### src/rtl/mant_mul_arb.sv
// Two-requester round-robin front end for the shared pipelined mantissa
// multiplier; products return to their issuer in issue order.
module mant_mul_arb #(
  parameter int MANT_W  = 23,
  parameter int MUL_LAT = 2,
  localparam int PW = 2*MANT_W+2,
  localparam int CW = $clog2(MUL_LAT+1)
) (
  input  logic              clk,
  input  logic              rst,
  input  logic              hold,
  input  logic              req0_valid,
  output logic              req0_ready,
  input  logic              req0_a_is_sub,
  input  logic              req0_b_is_sub,
  input  logic [MANT_W-1:0] req0_a_mant,
  input  logic [MANT_W-1:0] req0_b_mant,
  input  logic              req1_valid,
  output logic              req1_ready,
  input  logic              req1_a_is_sub,
  input  logic              req1_b_is_sub,
  input  logic [MANT_W-1:0] req1_a_mant,
  input  logic [MANT_W-1:0] req1_b_mant,
  output logic              res0_valid,
  output logic [PW-1:0]     res0_mant,
  output logic              res1_valid,
  output logic [PW-1:0]     res1_mant,
  output logic [CW-1:0]     inflight
);

  logic [MUL_LAT-1:0] vld;
  logic [MUL_LAT-1:0] tag;
  logic [PW-1:0]      prod [MUL_LAT];
  logic               last_grant;
  logic               g0;
  logic               g1;
  logic               hs;
  logic               sel;
  logic               res_any;
  logic [MANT_W:0]    a;
  logic [MANT_W:0]    b;
  logic [PW-1:0]      prod_in;
  logic [CW-1:0]      cnt;

  // last_grant==1 means requester 1 went last, so 0 wins a tie
  always_comb begin
    g0 = req0_valid & (~req1_valid | last_grant);
    g1 = req1_valid & (~req0_valid | ~last_grant);
    req0_ready = g0 & ~hold;
    req1_ready = g1 & ~hold;
    hs  = req0_ready | req1_ready;
    sel = req1_ready;
    if (sel) begin
      a = {~req1_a_is_sub, req1_a_mant};
      b = {~req1_b_is_sub, req1_b_mant};
    end else begin
      a = {~req0_a_is_sub, req0_a_mant};
      b = {~req0_b_is_sub, req0_b_mant};
    end
    prod_in = PW'(a) * PW'(b);
  end

  always_ff @(posedge clk or posedge rst) begin
    if (rst) begin
      vld        <= '0;
      tag        <= '0;
      last_grant <= 1'b1;
      cnt        <= '0;
      for (int i = 0; i < MUL_LAT; i++) prod[i] <= '0;
    end else if (!hold) begin
      vld[0]  <= hs;
      tag[0]  <= sel;
      prod[0] <= prod_in;
      for (int i = 1; i < MUL_LAT; i++) begin
        vld[i]  <= vld[i-1];
        tag[i]  <= tag[i-1];
        prod[i] <= prod[i-1];
      end
      if (hs) last_grant <= sel;
      cnt <= cnt + CW'(hs) - CW'(res_any);
    end
  end

  assign res_any    = vld[MUL_LAT-1] & ~hold;
  assign res0_valid = res_any & ~tag[MUL_LAT-1];
  assign res1_valid = res_any & tag[MUL_LAT-1];
  assign res0_mant  = prod[MUL_LAT-1];
  assign res1_mant  = prod[MUL_LAT-1];
  assign inflight   = cnt;

endmodule

### config.mk
export PLATFORM = sky130hd
export DESIGN_NAME = mant_mul_arb
export DESIGN_NICKNAME = d
export VERILOG_FILES = /design/src/rtl/mant_mul_arb.sv
export SDC_FILE = /design/constraint.sdc
export NUM_CORES = 2
export LEC_CHECK = 0
export ABC_AREA = 1
export BUFFER_PORTS_ARGS = -buffer_cell sky130_fd_sc_hd__buf_2
export CAP_MARGIN = 20
export CORE_AREA = 2 2 292 294
export DETAILED_ROUTE_END_ITERATION = 8
export DIE_AREA = 0 0 294 296
export PLACE_DENSITY = 0.52
export SLEW_MARGIN = 40
export SYNTH_ARGS = -nofsm -noshare
export SYNTH_HDL_FRONTEND = slang
export SYNTH_SLANG_ARGS = --single-unit
### constraint.sdc
create_clock -name clk -period 16.8 [get_ports clk]
set_clock_uncertainty 0.2 [all_clocks]
set_input_delay 3.36 -clock clk [delete_from_list [all_inputs] [get_ports clk]]
set_output_delay 3.36 -clock clk [all_outputs]
set_load 0.005 [all_outputs]
Yosys cells after proc, flatten, opt, wreduce, memory -nomap -nowiden --
Cells that the tools add are included.
Word-level totals: output and inout port bits 102, register bits after elaboration 103, word-level logic and storage cells 31, input bits 101
Operators by class: add/subtract/negate cells 2, mux-type cells 2, $mul 1, bitwise operators 19, reductions and logical operators 1
Operators by type and width (number):
- $mul A24 B24 Y48 | 1
- $mux W24 | 2
- $not A1 Y1 | 9
- $and A1 B1 Y1 | 7
- $or A1 B1 Y1 | 3
- $add A2 B1 Y2 | 1
- $reduce_and A2 Y1 | 1
- $sub A2 B1 Y2 | 1

Longest topological paths before layout --
word-level depth 7, depth in mapped cells 37, depth with buffers taken out 35

Least setup slack after synthesis --
No wires, ideal clock.
kind input to register, start point in hold, end point reg prod[74] in the netlist's numbering, arrival 9.460 ns, setup time 0.133 ns, stages 35, path slack 7.007 ns, path buffers 4, cell sequence buf_4 -> inv_4 -> nand3_4 -> buf_2 -> buf_4 -> nand2_1 -> o21ai_1 -> buf_2 -> nand2_1 -> fa_1 -> inv_1 -> fa_1 -> inv_1 -> fa_1 -> inv_1 -> fa_1 -> inv_1 -> fa_1 -> inv_1 -> fa_1 -> inv_1 -> fa_1 -> inv_1 -> ha_1 -> nand2_1 -> inv_1 -> nand2_1 -> nand2_1 -> inv_1 -> nand2_1 -> nand2_1 -> nand3_1 -> or2_2 -> nand3_1 -> o21ai_0
On the way: word-level cells in the longest chain between the ends 4, elaborated cells between the ends (all ways) 5
RTL lines:
- start, declared | line 11 | input logic hold,
- $not A1 Y1 | line 50 | req1_ready = g1 & ~hold;
- $and A1 B1 Y1 | line 50
- $mux W24 | line 53 | if (sel) begin
- $mul A24 B24 Y48 | line 60 | prod_in = PW'(a) * PW'(b);
- end signal, assigned by index | line 77 | prod[i] <= prod[i-1];
- end, declared | line 33 | logic [PW-1:0] prod [MUL_LAT];
Parallel ways exist; a longest one is shown, timed or not. A chain may end at the register's enable or synchronous reset.

Worst setup path after layout --
start point in hold, end point reg prod[87] in the netlist's numbering
Same word-level chain as after synthesis.

==> out/qor.yml <==
run_status:
  status: "completed"
global_route:
  grt_busiest_layer: "met2"
  grt_max_degree: 90
  grt_use_met2: 0.337
  grt_pass1_wl_mm: 125
  grt_pass1_vias: 21100
  met1_usage: 0.235
  grt_use_total: 0.188
  antenna_found_initial: 0
  grt.overflow.total: 0
  grtUsageMet3: 0.0190
timing:
  rsz0062_at_grt: "no"
  max_freq_mhz: 81.1
  final.period_utilization: 0.734
  hold_violations: 0
  setup_ws_ns: 4.47
  fin_tns_setup_ns: 0
  min_period_ns: 12.33
  setup_viol: 0
  slew_violations: 0
  slew_headroom: 0.386
  worst_pin_slew_ns: 0.920
layout:
  area_growth_pct: 6.83
  nets: 4060
  layout_commonest_cell: "nand2_1"
  final_cell_mix: "nand2_1, inv_1, fa_1"
  drive_gt1_frac: 0.100
  instances_no_fill: 4397
critical_path:
  cpMostUsedCell: "fa_1"
  cp_max_fo: 89
  start_kind: "input port"
  worstPathArrival_ns: 12.36
  crit_slowest_cell: "buf_4"
  max_stage_delay_ns: 0.75
  critPathCaptureType: "flip-flop"
  worstSetupPathType: "input port to flip-flop"
  required_ns: 16.83
min_path:
  min_path_type: "flip-flop to flip-flop"
synthesis:
  async_flop_share: 1.00
  synth_nets: 4017
  synth_edf_count: 0
  ys.flop_type: "dfrtp_1"
  yosys_warnings: 0
  ys_seq_area_frac: 0.104
  ys_ff_latch: 103
  syn_area_per_cell_um2: 7.65
  syn-instance-count: 3258
  synthesis.area_um2: 24900
  ys_types: 31
detailed_routing:
  drt_iter0_markers: 1325
  wirelength_mm: 79.2
  via_per_inst: 4.53
  drc_errors: 0
  routed-via-count: 19900
  first_pass_iters: 7
  drtAntennaViolNets: 0
  wl_per_cell_um: 18.0
clock_network:
  cts_hold_buf: 0
  cts_buffer_depth: 2
  insertion_delay_ns: 0.35
  cts-htree-levels: 3
  clock_sinks: 103
  cts_tree: "done"
  cts_made_buffers: 9
  clkSlewWorstSetupHoldPaths_ns: 0.07
  cts.repair.resized: 0
  cts_root_buf: "clkbuf_16"
  postCtsSetupBuffers: 0
die:
  dieArea_um2: 87000
  rows: 107
  chipWidth_um: 294
  coreArea_um2: 84200
  ios: 203
  die_h_um: 296
  start_util: 0.296
place:
  gp_congestion: 0.893
  place_inst: 4380
  place_ws_ns: 4.15
  dpl.hpwl_mm: 64.3
  port_buffers: 202
flow_run:
  max_cap_violations: 0
[final cells by class]
cell class,count,area (um^2)
Tap cell,1090,1360
Antenna cell,1,2.50
Multi-Input combinational cell,2129,18000
Timing Repair Buffer,242,1320
Clock buffer,10,229
Clock inverter,6,62.6
Inverter,816,3070
Sequential cell,103,2580
Fill cell,9056,57600
[worst max-delay path: cells and delay by family]
kind / cells / cell delay (ns)
and+or+nand+nor: 12 / 1.85
AOI/OAI and AO/OA: 1 / 0.17
buffers and inverters: 10 / 2.68
adders and majority gates: 8 / 4.13
[synthesized netlist by cell type, types with 5 or more instances]
cell,count,area share
o21bai_1,7,0.0021
nor3_1,8,0.0016
dfrtp_1,102,0.10
a21oi_1,30,0.0060
or2_2,13,0.0033
buf_6,6,0.0027
o21ai_4,5,0.0033
nand4_1,6,0.0015
buf_2,68,0.014
buf_4,101,0.030
nor2_1,377,0.057
fa_1,482,0.39
clkbuf_1,32,0.0048
inv_1,792,0.12
nand2_1,840,0.13
xnor2_1,14,0.0049
o21ai_2,25,0.0088
nand3_1,72,0.014
o21ai_1,18,0.0036
o21ai_0,45,0.0090
ha_1,176,0.088
inv_2,23,0.0035
[logic make-up after synthesis]
group	after synthesis	synth area share
xor+xnor	16	0.00563
buf+inv	1026	0.175
fa+ha+maj	658	0.476
simple gates	1322	0.206
flops	103	0.104
compound gates	133	0.0336
[routing by layer]
metal | vias to the layer above | share of wire
met5 | - | 0
met4 | 0 | 0.041
met3 | 115 | 0.044
met2 | 525 | 0.50
met1 | 9997 | 0.42
li1 | 9296 | -
[path summary, 6_finish.rpt]
kind	end	from	slack [ns]	depth (start not counted)
setup / recovery	prod[87]$_DFFE_PP0N_	hold	4.47	31
hold / removal	inflight[1]$_DFFE_PP0N_	inflight[1]$_DFFE_PP0N_	0.28	1
setup reg to reg	prod[87]$_DFFE_PP0N_	last_grant$_DFFE_PP1P_	7.86	30
hold reg to reg	inflight[1]$_DFFE_PP0N_	inflight[1]$_DFFE_PP0N_	0.28	1
max in group asynchronous	prod[95]$_DFFE_PP0N_	rst	12.54	3
min in group asynchronous	res0_mant[10]$_DFFE_PP0N_	rst	2.88	2
[stage by stage]
step                 util  instance area (um^2)  hold WS (ns)
floorplan               -                 24900         0.242
global placement    0.312                 26300         0.261
detailed placement  0.312                 26300         0.268
CTS                 0.316                 26600         0.282
global route        0.316                 26600         0.288
finish              0.316                 26600         0.277
[state kept, by name, summed over array words and instances, names as in the netlist]
register and count:
tag 2, prod 48, last_grant 1, inflight 2, vld 2, res0_mant 48
Power is not shown: default switching activity piles up to over one toggle a cycle in this logic, so the estimate is an artifact.
